[src/rtl/ram_dp_param.sv]
// ram_dp_param: byte-enabled dual-port RAM with async or registered read and a sequential clear FSM.
module ram_dp_param #(
  parameter int DATA_WIDTH = 8,
  parameter int ADDR_WIDTH = 4,
  parameter int READ_MODE  = 0
) (
  input  logic                    clk,
  input  logic                    rst,
  input  logic                    clr_req,
  input  logic                    we,
  input  logic [ADDR_WIDTH-1:0]   wr_addr,
  input  logic [DATA_WIDTH-1:0]   wr_data,
  input  logic [DATA_WIDTH/8-1:0] wr_be,
  input  logic                    rd_en,
  input  logic [ADDR_WIDTH-1:0]   rd_addr,
  output logic [DATA_WIDTH-1:0]   rd_data,
  output logic                    rd_valid,
  output logic                    busy
);
  localparam int DEPTH = 2**ADDR_WIDTH;
  localparam int NB    = DATA_WIDTH/8;
  typedef enum logic {IDLE, CLEAR} state_t;
  state_t                r_state;
  logic [ADDR_WIDTH-1:0] r_clr_ptr;
  logic [DATA_WIDTH-1:0] r_mem [DEPTH];
  logic                  w_busy;
  assign w_busy = r_state == CLEAR;
  assign busy   = w_busy;
  // clr_ptr wraps to 0 naturally on the last clear edge, ready for the next clear
  always_ff @(posedge clk) begin
    if (rst) begin
      r_state   <= CLEAR;
      r_clr_ptr <= '0;
    end else if (w_busy) begin
      r_clr_ptr <= r_clr_ptr + 1'b1;
      if (&r_clr_ptr) r_state <= IDLE;
    end else if (clr_req) begin
      r_state <= CLEAR;
    end
  end
  always_ff @(posedge clk) begin
    if (!rst && w_busy) r_mem[r_clr_ptr] <= '0;
    else if (!rst && we)
      for (int k = 0; k < NB; k++)
        if (wr_be[k]) r_mem[wr_addr][8*k +: 8] <= wr_data[8*k +: 8];
  end
  generate
    if (READ_MODE == 0) begin : g_async
      assign rd_data  = w_busy ? '0 : r_mem[rd_addr];
      assign rd_valid = rd_en & ~w_busy;
    end else begin : g_sync
      logic [DATA_WIDTH-1:0] r_rd_data;
      logic                  r_rd_valid;
      // read-first: the memory array is sampled before this edge's write lands
      always_ff @(posedge clk) begin
        if (rst) begin
          r_rd_data  <= '0;
          r_rd_valid <= 1'b0;
        end else begin
          r_rd_valid <= rd_en & ~w_busy;
          if (rd_en & ~w_busy) r_rd_data <= r_mem[rd_addr];
        end
      end
      assign rd_data  = w_busy ? '0 : r_rd_data;
      assign rd_valid = r_rd_valid & ~w_busy;
    end
  endgenerate
endmodule

[config.mk]
export PLATFORM = sky130hd
export DESIGN_NAME = ram_dp_param
export DESIGN_NICKNAME = d
export VERILOG_FILES = /design/src/rtl/ram_dp_param.sv
export SDC_FILE = /design/constraint.sdc
export NUM_CORES = 1
export LEC_CHECK = 0
export CAP_MARGIN = 20
export CORE_MARGIN = 3
export CORE_UTILIZATION = 55
export DETAILED_ROUTE_END_ITERATION = 8
export PLACE_DENSITY = 0.78
export SLEW_MARGIN = 20
export SYNTH_ARGS = -nofsm -noshare
export SYNTH_HDL_FRONTEND = slang
export SYNTH_SLANG_ARGS = --single-unit
[constraint.sdc]
create_clock -name clk -period 2.4 [get_ports clk]
set_input_delay 0.48 -clock clk [delete_from_list [all_inputs] [get_ports clk]]
set_output_delay 0.48 -clock clk [all_outputs]
set_load 0.01 [all_outputs]
==> impl_table.tex, run 1 <==
\begin{tabular}{lr}
\hline
Metric & Value \\
\hline
\multicolumn{2}{l}{\textbf{Worst setup path}} \\
\quad Critical Setup Path Class & reg2out \\
\quad Critical Path Stages & 5 \\
\quad Cell type of the slowest stage on the worst timing path & sky130\_fd\_sc\_hd\_\_mux4\_2 \\
\quad Biggest cell delay along the critical path & 0.46 ns \\
\quad Cell Chain, Critical Path & mux4\_2, mux2\_4, nand2\_4, o21ai\_2, buf\_2 \\
\quad Arrival time worst endpoint & 1.90 ns \\
\quad Family with the most delay on the worst path & multiplexers \\
\quad R2R cell count & 7 \\
\quad Critical path buffer and inverter count & 1 \\
\quad Biggest fanout along the worst timing path & 1 \\
\quad FF-to-FF setup slack & 0.20 ns \\
\quad Required @ worst endpoint & 1.92 ns \\
\quad Endpoint kind of the worst setup timing path & output port \\
\quad Category of the worst setup path launch point & flop \\
\multicolumn{2}{l}{\textbf{CTS}} \\
\quad Clock transition at the registers of the reported paths & about 0.060 ns \\
\quad Sink Count & 133 \\
\quad Maximum level of the CTS H-tree & 4 \\
\quad Root buffer selected by CTS & sky130\_fd\_sc\_hd\_\_clkbuf\_8 \\
\quad Buffer levels on the longest clock path & 2 \\
\quad Num CTS Buffers & 17 \\
\quad Clock insertion delay at the later pin of the skew report & 0.51 ns \\
\quad CTS tree & built \\
\multicolumn{2}{l}{\textbf{Floorplanning}} \\
\quad Height of the die & 105 um \\
\quad Standard cell core area & approximately 9400 sq um \\
\quad Initial Utilization & 0.576 \\
\quad Total die area & 11000 sq um \\
\quad I/O pin cnt & 32 \\
\quad Die width & approximately 110 um \\
\quad Placement row count & 35 \\
\multicolumn{2}{l}{\textbf{GRT}} \\
\quad Antenna violations before repair & 0 \\
\quad Global-route congestion overflow total & 0 \\
\quad GRT Resource Usage Total & 0.235 \\
\quad Largest net degree at the start of global routing & 17 \\
\quad Wire length of the first global-routing pass & 18800 um \\
\quad Number of global-route vias before repair & 3329 \\
\multicolumn{2}{l}{\textbf{Cells and area}} \\
\quad Most common cell after layout, fill and taps aside & sky130\_fd\_sc\_hd\_\_edfxtp\_1 \\
\quad Synthesis-to-finish area growth & 28.5\% \\
\quad Antenna diode instance count & 0 \\
\quad Number of nets in the layout & 420 \\
\quad Share of layout cells above drive strength 1 & 0.358 \\
\quad Leading cell types in the layout, fill and taps excluded & 128 x sky130\_fd\_sc\_hd\_\_edfxtp\_1, 51 x sky130\_fd\_sc\_hd\_\_buf\_4, 21 x sky130\_fd\_sc\_hd\_\_mux2i\_1 \\
\multicolumn{2}{l}{\textbf{Detailed routing}} \\
\quad First-iteration detailed-routing DRC count & 170 \\
\quad Remaining number of nets flagged by the antenna check after routing & 0 \\
\quad Post-detailed-routing wire length & 12100 um \\
\quad Mean number of vias per cell & 5.83 \\
\quad Total number of vias & between 3000 and 4000 \\
\quad Residual DRC count & 0 \\
\quad First-pass DRT Iterations & 5 \\
\quad Post-detailed-route wirelength per cell & between 20 and 25 um \\
\multicolumn{2}{l}{\textbf{Hold path}} \\
\quad Worst hold path class & in2reg \\
\quad Hold path cells & 3 \\
\multicolumn{2}{l}{\textbf{Logic synthesis}} \\
\quad Mean Syn Cell Area & 17.9 sq um \\
\quad Post-synth ARST share & 0 \\
\quad Number of enable-type register cells in the synthesized netlist & 128 \\
\quad Synth Net Count & 325 \\
\quad Yosys reg bits & 133 \\
\quad Prevailing post-synth register cell & sky130\_fd\_sc\_hd\_\_edfxtp\_1 \\
\quad Yosys warns & 0 \\
\quad Gate count of the mapped netlist & roughly 300 \\
\quad Post-synthesis instance area & 5400 sq um \\
\quad Distinct cell type count after synthesis & 33 \\
\quad Share of the yosys chip area belonging to registers & 0.731 \\
\multicolumn{2}{l}{\textbf{Place}} \\
\quad RD Place Congestion & 0.789 \\
\quad Count of buffers inserted at the top-level ports & 31 \\
\quad Half-perimeter wire length after detailed placement & 7760 um \\
\multicolumn{2}{l}{\textbf{STA}} \\
\quad Final clock period utilization by the worst path & 0.991 \\
\quad Final Setup Violations & 0 \\
\quad Min Hold Slack & 0.580 ns \\
\quad Maximum clock frequency & 421 MHz \\
\quad Slew at the pin closest to its max-slew limit & 0.688 ns \\
\quad Time the worst path needs with I/O delays and setup & 2.38 ns \\
\quad Sum of negative setup slack & 0 ns \\
\quad Relative slew slack & 0.541 \\
\quad Final Max Tran Viols & 0 \\
\quad Setup clock skew after layout & 0.00518 ns \\
\quad Count of final hold-check violations & 0 \\
\quad Unrepaired setup endpoints after global routing & yes \\
\multicolumn{2}{l}{\textbf{Power}} \\
\quad Tot Pwr & about 5.2 mW \\
\quad Maximum vdd ir drop & 0.550 mV \\
\quad Power density over the cells & 755 nW/um\^{}2 \\
\quad Leakage power & 2.64 nW \\
\multicolumn{2}{l}{\textbf{Outcome}} \\
\quad Run status & completed \\
\multicolumn{2}{l}{\textbf{Flow run}} \\
\quad Reported max-cap violation count & 0 \\
\hline
\end{tabular}
final cells by class:
type                    count  area (sq um)
clock buffers              17           414
clock inverters            13           136
fillers                   588          2440
inverters                   2          7.51
multi-input cells         154          1480
flip-flops and latches    133          3940
well taps                 129           161
repair buffers             89           785
final timing paths:
kind,start,endpoint
min reg2reg,r_clr_ptr[3]$_SDFFE_PP0P_,r_clr_ptr[3]$_SDFFE_PP0P_
min,clr_req,busy$_SDFF_PP1_
max,r_mem[2][6]$_DFFE_PP_,rd_data[6]
max reg2reg,busy$_SDFF_PP1_,r_mem[15][3]$_DFFE_PP_
synth_stat cells (all sizes together) (2+ instances only):
master    n  area share
nand2b    8      0.0093
a31oi     4      0.0046
nor2     23       0.016
o221ai    6      0.0097
nand2    14      0.0097
buf      10       0.015
nor2b     3      0.0035
mux2i    22       0.041
nand4     2      0.0023
mux2      8       0.017
o21ai     2      0.0019
a22oi     7      0.0097
inv       2      0.0014
mux4     20       0.083
and2      8      0.0093
clkbuf    3      0.0023
a21oi     8      0.0074
nor3b     2      0.0028
nand3     7      0.0065
dfxtp     5       0.019
xor2      2      0.0032
edfxtp  128        0.71
sequential cells by signal, indices dropped and copies added, names as in the netlist:
| name | cells |
|---|---|
| busy | 1 |
| r_clr_ptr | 4 |
| r_mem | 128 |
per-layer routing:
layer	share of wire	track usage
met1	0.39	0.298
met2	0.54	0.409
met3	0.062	0.0451
met4	0.013	0.0797
met5	0	0
power breakdown:
part,internal (mW),switching (mW),total [mW]
clock,1.46,0.947,2.41
combinational,0.143,0.131,0.274
sequential,2.54,0.0143,2.55
total,4.14,1.09,5.23
cell families (layout without fill, tap and decap cells):
kind of cell             count (synthesis)  count (layout)  share of synthesized area
flip-flops                             133             133                      0.731
AND/OR/NAND/NOR                         71              71                     0.0659
multiplexers                            50              50                      0.141
AO/OA/AOI/OAI                           29              29                     0.0362
buffers and inverters                   15             121                     0.0188
XOR/XNOR                                 3               3                    0.00487
adder cells (fa/ha/maj)                  1               1                    0.00232
per-stage QoR:
| stage | std cells | util | setup WS (ns) | area [sq um] |
|---|---|---|---|---|
| floorplan | 302 | - | 0.337 | 5400 |
| detailed placement | 505 | 0.669 | -0.555 | 6270 |
| global route | 537 | 0.740 | -0.0387 | 6930 |
| finish | 537 | 0.740 | 0.0224 | 6930 |
| CTS | 537 | 0.741 | 0.000616 | 6940 |
| global placement | 505 | 0.669 | -0.509 | 6270 |
worst reg2reg max path, delay by kind of cell, from the launching register on:
kind            cells  cell delay, ns
buf+inv             3            0.58
flops               1            0.40
simple gates        3            0.62
compound gates      1            0.35
what timing repair did:
action,4_1_cts,5_1_grt
pin swaps,5,2
resized for setup,51,11
hold endpoints to repair,0,0
buffers inserted,1,0
hold buffers,0,0
endpoints found under the setup margin,8,24
cloned,1,0
No activity file was read; power rests on OpenSTA's default activity.
==> run 2, diff against run 1 <==
- DONT_BUFFER_PORTS: not set -> 1
- PLACE_DENSITY: 0.78 -> 0.73
==> impl_table.tex, run 2 (synthesis gave the netlist of run 1 again) <==
\begin{tabular}{lr}
\hline
Metric & Value \\
\hline
\multicolumn{2}{l}{\textbf{Worst setup path}} \\
\quad Family with the most delay on the worst path & multiplexers \\
\quad Biggest fanout along the worst timing path & 1 \\
\quad Launch instance of the worst register-to-register path & busy\$\_SDFF\_PP1\_ \\
\quad Endpoint kind of the worst setup timing path & output port \\
\quad Critical Path Stages & 3 \\
\quad Destination of the worst register-to-register timing path & r\_mem[15][2]\$\_DFFE\_PP\_ \\
\quad FF-to-FF setup slack & 0.11 ns \\
\quad Required @ worst endpoint & 1.92 ns \\
\quad Biggest cell delay along the critical path & 0.49 ns \\
\quad Startpoint of the worst setup timing path & r\_mem[8][2]\$\_DFFE\_PP\_ \\
\quad Worst setup path endpoint & rd\_data[2] \\
\quad Category of the worst setup path launch point & flop \\
\quad Arrival time worst endpoint & approximately 1.8 ns \\
\quad R2R cell count & 5 \\
\quad Critical path buffer and inverter count & 0 \\
\quad Critical Setup Path Class & reg2out \\
\quad Cell type of the slowest stage on the worst timing path & sky130\_fd\_sc\_hd\_\_mux4\_2 \\
\quad Cell Chain, Critical Path & mux4\_2, o221ai\_1, nand2\_1 \\
\multicolumn{2}{l}{\textbf{Cells and area}} \\
\quad Number of nets in the layout & 345 \\
\quad Most common cell after layout, fill and taps aside & sky130\_fd\_sc\_hd\_\_edfxtp\_1 \\
\quad Share of layout cells above drive strength 1 & 0.242 \\
\quad Post-layout instance count excluding filler cells & 464 \\
\quad Reg with most FFs & r\_mem \\
\quad Flip-flop count of the largest register, all copies and words added & 128 \\
\quad Leading cell types in the layout, fill and taps excluded & 128 x sky130\_fd\_sc\_hd\_\_edfxtp\_1, 22 x sky130\_fd\_sc\_hd\_\_mux2i\_1, 20 x sky130\_fd\_sc\_hd\_\_mux4\_2 \\
\quad Number of fill cells in the layout & 651 \\
\quad Design Area, Final & 6170 sq um \\
\quad Antenna diode instance count & 0 \\
\quad Synthesis-to-finish area growth & 14.4\% \\
\multicolumn{2}{l}{\textbf{Detailed routing}} \\
\quad Post-detailed-routing wire length & 10800 um \\
\quad Total number of vias & 2821 \\
\quad Post-detailed-route wirelength per cell & 23.3 um \\
\quad Mean number of vias per cell & 6.08 \\
\quad First-pass DRT Iterations & 5 \\
\quad Remaining number of nets flagged by the antenna check after routing & 0 \\
\quad Residual DRC count & 0 \\
\quad First-iteration detailed-routing DRC count & 240 \\
\multicolumn{2}{l}{\textbf{CTS}} \\
\quad CTS hold repair buffers & 0 \\
\quad Root buffer selected by CTS & sky130\_fd\_sc\_hd\_\_clkbuf\_8 \\
\quad Buffer levels on the longest clock path & 2 \\
\quad CTS tree & built \\
\quad Maximum level of the CTS H-tree & 4 \\
\quad Num CTS Buffers & 17 \\
\quad Clock transition at the registers of the reported paths & about 0.060 ns \\
\quad Sink Count & 133 \\
\quad Clock insertion delay at the later pin of the skew report & 0.51 ns \\
\multicolumn{2}{l}{\textbf{Floorplanning}} \\
\quad Die width & 105 um \\
\quad Placement row count & 35 \\
\quad I/O pin cnt & 32 \\
\quad Height of the die & 105 um \\
\quad Total die area & between 10000 and 15000 sq um \\
\quad Standard cell core area & 9370 sq um \\
\quad Initial Utilization & 0.576 \\
\multicolumn{2}{l}{\textbf{GRT}} \\
\quad Antenna violations before repair & 0 \\
\quad Largest net degree at the start of global routing & 45 \\
\quad Wire length of the first global-routing pass & roughly 17000 um \\
\quad Global-route congestion overflow total & 0 \\
\quad Number of global-route vias before repair & around 2800 \\
\quad GRT Resource Usage Total & 0.210 \\
\multicolumn{2}{l}{\textbf{Place}} \\
\quad Dpl cells & around 430 \\
\quad Half-perimeter wire length after detailed placement & 6660 um \\
\quad Placed inst area & 5570 sq um \\
\quad RD Place Congestion & 0.769 \\
\quad Count of buffers inserted at the top-level ports & 0 \\
\multicolumn{2}{l}{\textbf{STA}} \\
\quad Min Hold Slack & 0.0298 ns \\
\quad Final Setup Violations & 0 \\
\quad Final clock period utilization by the worst path & 0.966 \\
\quad Unrepaired setup endpoints after global routing & yes \\
\quad Final Max Tran Viols & 0 \\
\quad Time the worst path needs with I/O delays and setup & 2.32 ns \\
\quad Maximum clock frequency & 431 MHz \\
\quad Relative slew slack & 0.413 \\
\quad Setup clock skew after layout & 0.00551 ns \\
\quad Count of final hold-check violations & 0 \\
\quad Slew at the pin closest to its max-slew limit & 0.877 ns \\
\multicolumn{2}{l}{\textbf{Power}} \\
\quad Leakage power & 2.27 nW \\
\quad Power density over the cells & roughly 840 nW/um\^{}2 \\
\quad Maximum vdd ir drop & 0.490 mV \\
\multicolumn{2}{l}{\textbf{Hold path}} \\
\quad Worst hold path class & in2reg \\
\quad Hold path cells & 1 \\
\quad Startpoint of the worst hold path & rst \\
\multicolumn{2}{l}{\textbf{Flow run}} \\
\quad Reported max-cap violation count & 0 \\
\multicolumn{2}{l}{\textbf{Outcome}} \\
\quad Run status & completed \\
\hline
\end{tabular}
## run 2: changes by cell type in the layout (fill, tap and decap cells not counted), sizes merged
cell,delta
buf,-50
clkdlybuf4s50,-20
clkinvlp,-4
clkbuf,-3
clkinv,+3
inv,+3
clkdlybuf4s15,-1
dlygate4sd2,-1
## run 2: power by group
| part | internal [mW] | switching, mW | total (mW) |
|---|---|---|---|
| Combinational | 0.0728 | 0.0663 | 0.139 |
| Sequential | 2.54 | 0.0133 | 2.55 |
| Clock | 1.48 | 0.980 | 2.46 |
## run 2: cell type report
class | count | area [sq um] | share of cell area
Sequential cell | 133 | 3940 | 0.639
Timing Repair Buffer | 14 | 105 | 0.0170
Clock inverter | 15 | 155 | 0.0251
Inverter | 2 | 7.51 | 0.00122
Multi-Input combinational cell | 154 | 1390 | 0.225
Tap cell | 129 | 161 | 0.0261
Clock buffer | 17 | 414 | 0.0671
## run 2: how the worst min path moves through the flow
stage | end | slack (ns)
after detailed placement | r_clr_ptr[0]$_SDFFE_PP0P_ | 0.56
final | r_clr_ptr[0]$_SDFFE_PP0P_ | 0.03
after global routing | r_clr_ptr[3]$_SDFFE_PP0P_ | 0.02
after CTS | r_clr_ptr[0]$_SDFFE_PP0P_ | 0.01
after floorplan | r_clr_ptr[3]$_SDFFE_PP0P_ | 0.52
after global placement | r_clr_ptr[3]$_SDFFE_PP0P_ | 0.56
## run 2: routing by layer
layer  track usage  vias up  wire length (um)
met5             0        -                 0
met4        0.0928        0               247
met3        0.0482       20               644
met2         0.331      127              5420
met1         0.281     1430              4530
li1              -     1244                 -
## run 2: timing repair
item / CTS / global route
endpoints found under the hold margin: 0 / 0
gates cloned: 0 / 0
pin swaps: 0 / 1
buffers inserted: 0 / 0
endpoints found under the setup margin: 3 / 26
gates resized for setup: 1 / 8
## run 2: metrics by stage
stage	utilization	setup slack, ns	setup TNS [ns]	power (mW)
2_1_floorplan	-	0.337	0	2.73
3_3_place_gp	0.595	0.116	0	2.73
3_5_place_dp	0.595	0.0500	0	2.74
4_1_cts	0.656	0.0217	0	5.17
5_1_grt	0.659	-0.0704	-0.833	5.29
6_report	0.659	0.0818	0	5.15
==> run 3, diff against run 2 <==
- clock period: 2.4 -> 2.45 ns (I/O delays scaled with it)
==> impl_table.tex, run 3 (synthesis gave the netlist of run 1 again) <==
\begin{tabular}{lr}
\hline
Metric & Value \\
\hline
\multicolumn{2}{l}{\textbf{CTS}} \\
\quad Root buffer selected by CTS & sky130\_fd\_sc\_hd\_\_clkbuf\_8 \\
\quad Buffer levels on the longest clock path & 2 \\
\quad Sink Count & $\sim$130 \\
\quad Maximum level of the CTS H-tree & 4 \\
\quad CTS tree & built \\
\quad Num CTS Buffers & 17 \\
\quad Clock transition at the registers of the reported paths & 0.06 ns \\
\quad Clock insertion delay at the later pin of the skew report & 0.51 ns \\
\quad CTS hold repair buffers & 0 \\
\multicolumn{2}{l}{\textbf{STA}} \\
\quad Sum of negative setup slack & 0 ns \\
\quad Time the worst path needs with I/O delays and setup & approximately 2.4 ns \\
\quad Count of final hold-check violations & 0 \\
\quad Final Setup Violations & 0 \\
\quad Final clock period utilization by the worst path & 0.969 \\
\quad Relative slew slack & 0.316 \\
\quad Maximum clock frequency & 421 MHz \\
\quad Setup clock skew after layout & about 0.0052 ns \\
\quad Final Max Tran Viols & 0 \\
\quad Unrepaired setup endpoints after global routing & no \\
\quad Slew at the pin closest to its max-slew limit & 1.02 ns \\
\multicolumn{2}{l}{\textbf{GRT}} \\
\quad Most crowded layer after global routing & met2 \\
\quad Largest net degree at the start of global routing & 45 \\
\quad Met2 track utilization from global routing & 0.320 \\
\quad GRT Resource Usage Total & 0.212 \\
\quad Antenna violations before repair & 0 \\
\quad Global-route track usage on met1 & 0.292 \\
\quad Global-route congestion overflow total & 0 \\
\quad Met3 Usage GRT & 0.0679 \\
\quad Wire length of the first global-routing pass & roughly 17000 um \\
\quad Number of global-route vias before repair & about 2800 \\
\multicolumn{2}{l}{\textbf{Worst setup path}} \\
\quad Endpoint kind of the worst setup timing path & output port \\
\quad Family with the most delay on the worst path & multiplexers \\
\quad Cell Chain, Critical Path & mux4\_2, mux2\_2, nand2\_1, o21ai\_1 \\
\quad Cell type of the slowest stage on the worst timing path & sky130\_fd\_sc\_hd\_\_mux4\_2 \\
\quad Biggest fanout along the worst timing path & 1 \\
\quad Critical Setup Path Class & reg2out \\
\quad Arrival time worst endpoint & 1.89 ns \\
\quad Required @ worst endpoint & 1.96 ns \\
\quad Category of the worst setup path launch point & flop \\
\quad Critical path buffer and inverter count & 0 \\
\quad Biggest cell delay along the critical path & 0.46 ns \\
\multicolumn{2}{l}{\textbf{Power}} \\
\quad Maximum vdd ir drop & 0.501 mV \\
\quad Power dissipated by switching net loads & 0.961 mW \\
\quad Relative contribution of sequential cells to total power & 0.520 \\
\quad Share of total power in combinational logic & 0.028 \\
\quad Fraction of power consumed by the clock network & 0.452 \\
\quad Leakage power & 2.21 nW \\
\quad Power density over the cells & around 800 nW/um\^{}2 \\
\quad Cell Int Power & 3.85 mW \\
\quad Switching power share of the total & 0.200 \\
\multicolumn{2}{l}{\textbf{Floorplanning}} \\
\quad I/O pin cnt & 32 \\
\quad Initial Utilization & 0.576 \\
\quad Height of the die & $\sim$110 um \\
\quad Standard cell core area & 9370 sq um \\
\quad Placement row count & 35 \\
\quad Total die area & $\sim$11000 sq um \\
\quad Die width & 105 um \\
\multicolumn{2}{l}{\textbf{Place}} \\
\quad Count of buffers inserted at the top-level ports & 0 \\
\quad RD Place Congestion & 0.818 \\
\quad Half-perimeter wire length after detailed placement & roughly 6700 um \\
\multicolumn{2}{l}{\textbf{Detailed routing}} \\
\quad Mean number of vias per cell & 5.98 \\
\quad Post-detailed-routing wire length & 10900 um \\
\quad Total number of vias & 2767 \\
\quad Post-detailed-route wirelength per cell & 23.6 um \\
\quad Remaining number of nets flagged by the antenna check after routing & 0 \\
\quad Residual DRC count & 0 \\
\quad First-pass DRT Iterations & 4 \\
\quad First-iteration detailed-routing DRC count & roughly 250 \\
\multicolumn{2}{l}{\textbf{Cells and area}} \\
\quad Number of nets in the layout & 344 \\
\quad Reg with most FFs & r\_mem \\
\quad Post-Route Utilization & 0.649 \\
\quad Share of layout cells above drive strength 1 & 0.213 \\
\quad Leading cell types in the layout, fill and taps excluded & 128 x sky130\_fd\_sc\_hd\_\_edfxtp\_1, 23 x sky130\_fd\_sc\_hd\_\_nor2\_1, 22 x sky130\_fd\_sc\_hd\_\_mux2i\_1 \\
\quad Flip-flop count of the largest register, all copies and words added & approximately 130 \\
\quad Antenna diode instance count & 0 \\
\quad Synthesis-to-finish area growth & 12.8\% \\
\quad Most common cell after layout, fill and taps aside & sky130\_fd\_sc\_hd\_\_edfxtp\_1 \\
\multicolumn{2}{l}{\textbf{Outcome}} \\
\quad Run status & completed \\
\multicolumn{2}{l}{\textbf{Flow run}} \\
\quad Reported max-cap violation count & 0 \\
\multicolumn{2}{l}{\textbf{Hold path}} \\
\quad Worst hold path class & in2reg \\
\hline
\end{tabular}
-- run 3: cell types whose count changed in the layout (fill, tap and decap cells not counted), sizes merged --
cell and delta:
buf -1, clkinv -4, inv -4, bufinv -2, clkinvlp +4, clkbuf +6
-- run 3: area by class of cell --
type	instances	area, sq um
clock buffers	23	457
clock inverters	9	57.6
fillers	663	3290
inverters	2	7.51
multi-input cells	154	1360
flip-flops and latches	133	3940
well taps	129	161
repair buffers	13	97.6
-- run 3: worst reg2reg max path, cell delays in order (launching register included) --
cell and delay [ns]:
sky130_fd_sc_hd__dfxtp_1 0.31, sky130_fd_sc_hd__nor4bb_2 0.27, sky130_fd_sc_hd__buf_4 0.25, sky130_fd_sc_hd__mux2_2 0.19
sky130_fd_sc_hd__nand2_1 0.09, sky130_fd_sc_hd__nor2_1 0.80
-- run 3: path summary, 6_finish.rpt --
check	from	endpoint	slack, ns	cells after the start
hold / removal	rst	r_clr_ptr[3]$_SDFFE_PP0P_	0.05	1
setup reg to reg	busy$_SDFF_PP1_	r_mem[14][3]$_DFFE_PP_	0.15	5
setup / recovery	r_mem[6][6]$_DFFE_PP_	rd_data[6]	0.07	4
hold reg to reg	r_clr_ptr[3]$_SDFFE_PP0P_	r_clr_ptr[3]$_SDFFE_PP0P_	0.59	2
-- run 3: timing repair --
action / CTS / global route
resized for setup: 0 / 1
setup buffers: 0 / 0
setup endpoints to repair: 0 / 4
-- run 3: layer usage --
metal | up-vias | part of all wire
li1 | 1243 | -
met1 | 1398 | 0.42
met2 | 117 | 0.49
met3 | 9 | 0.072
met4 | 0 | 0.015
met5 | - | 0
-- run 3: through the flow --
stage	worst slack, ns	instances	total power [mW]	hold WS [ns]	cell area (sq um)
final	0.0748	463	4.81	0.0467	6080
after global routing	0.0129	463	4.96	0.0243	6080
after CTS	0.0616	463	4.82	0.0326	6080
after detailed placement	-0.0138	431	2.68	0.565	5570
after global placement	0.115	431	2.68	0.565	5570
after floorplan	0.367	302	2.67	0.517	5400
-- run 3: power by group through the flow --
stage / logic (mW) / clock network, mW / registers [mW]
after global placement: 0.131 / 0 / 2.55
after global routing: 0.145 / 2.31 / 2.50
final: 0.134 / 2.17 / 2.50
after detailed placement: 0.134 / 0 / 2.55
after floorplan: 0.130 / 0 / 2.54
after CTS: 0.135 / 2.18 / 2.50
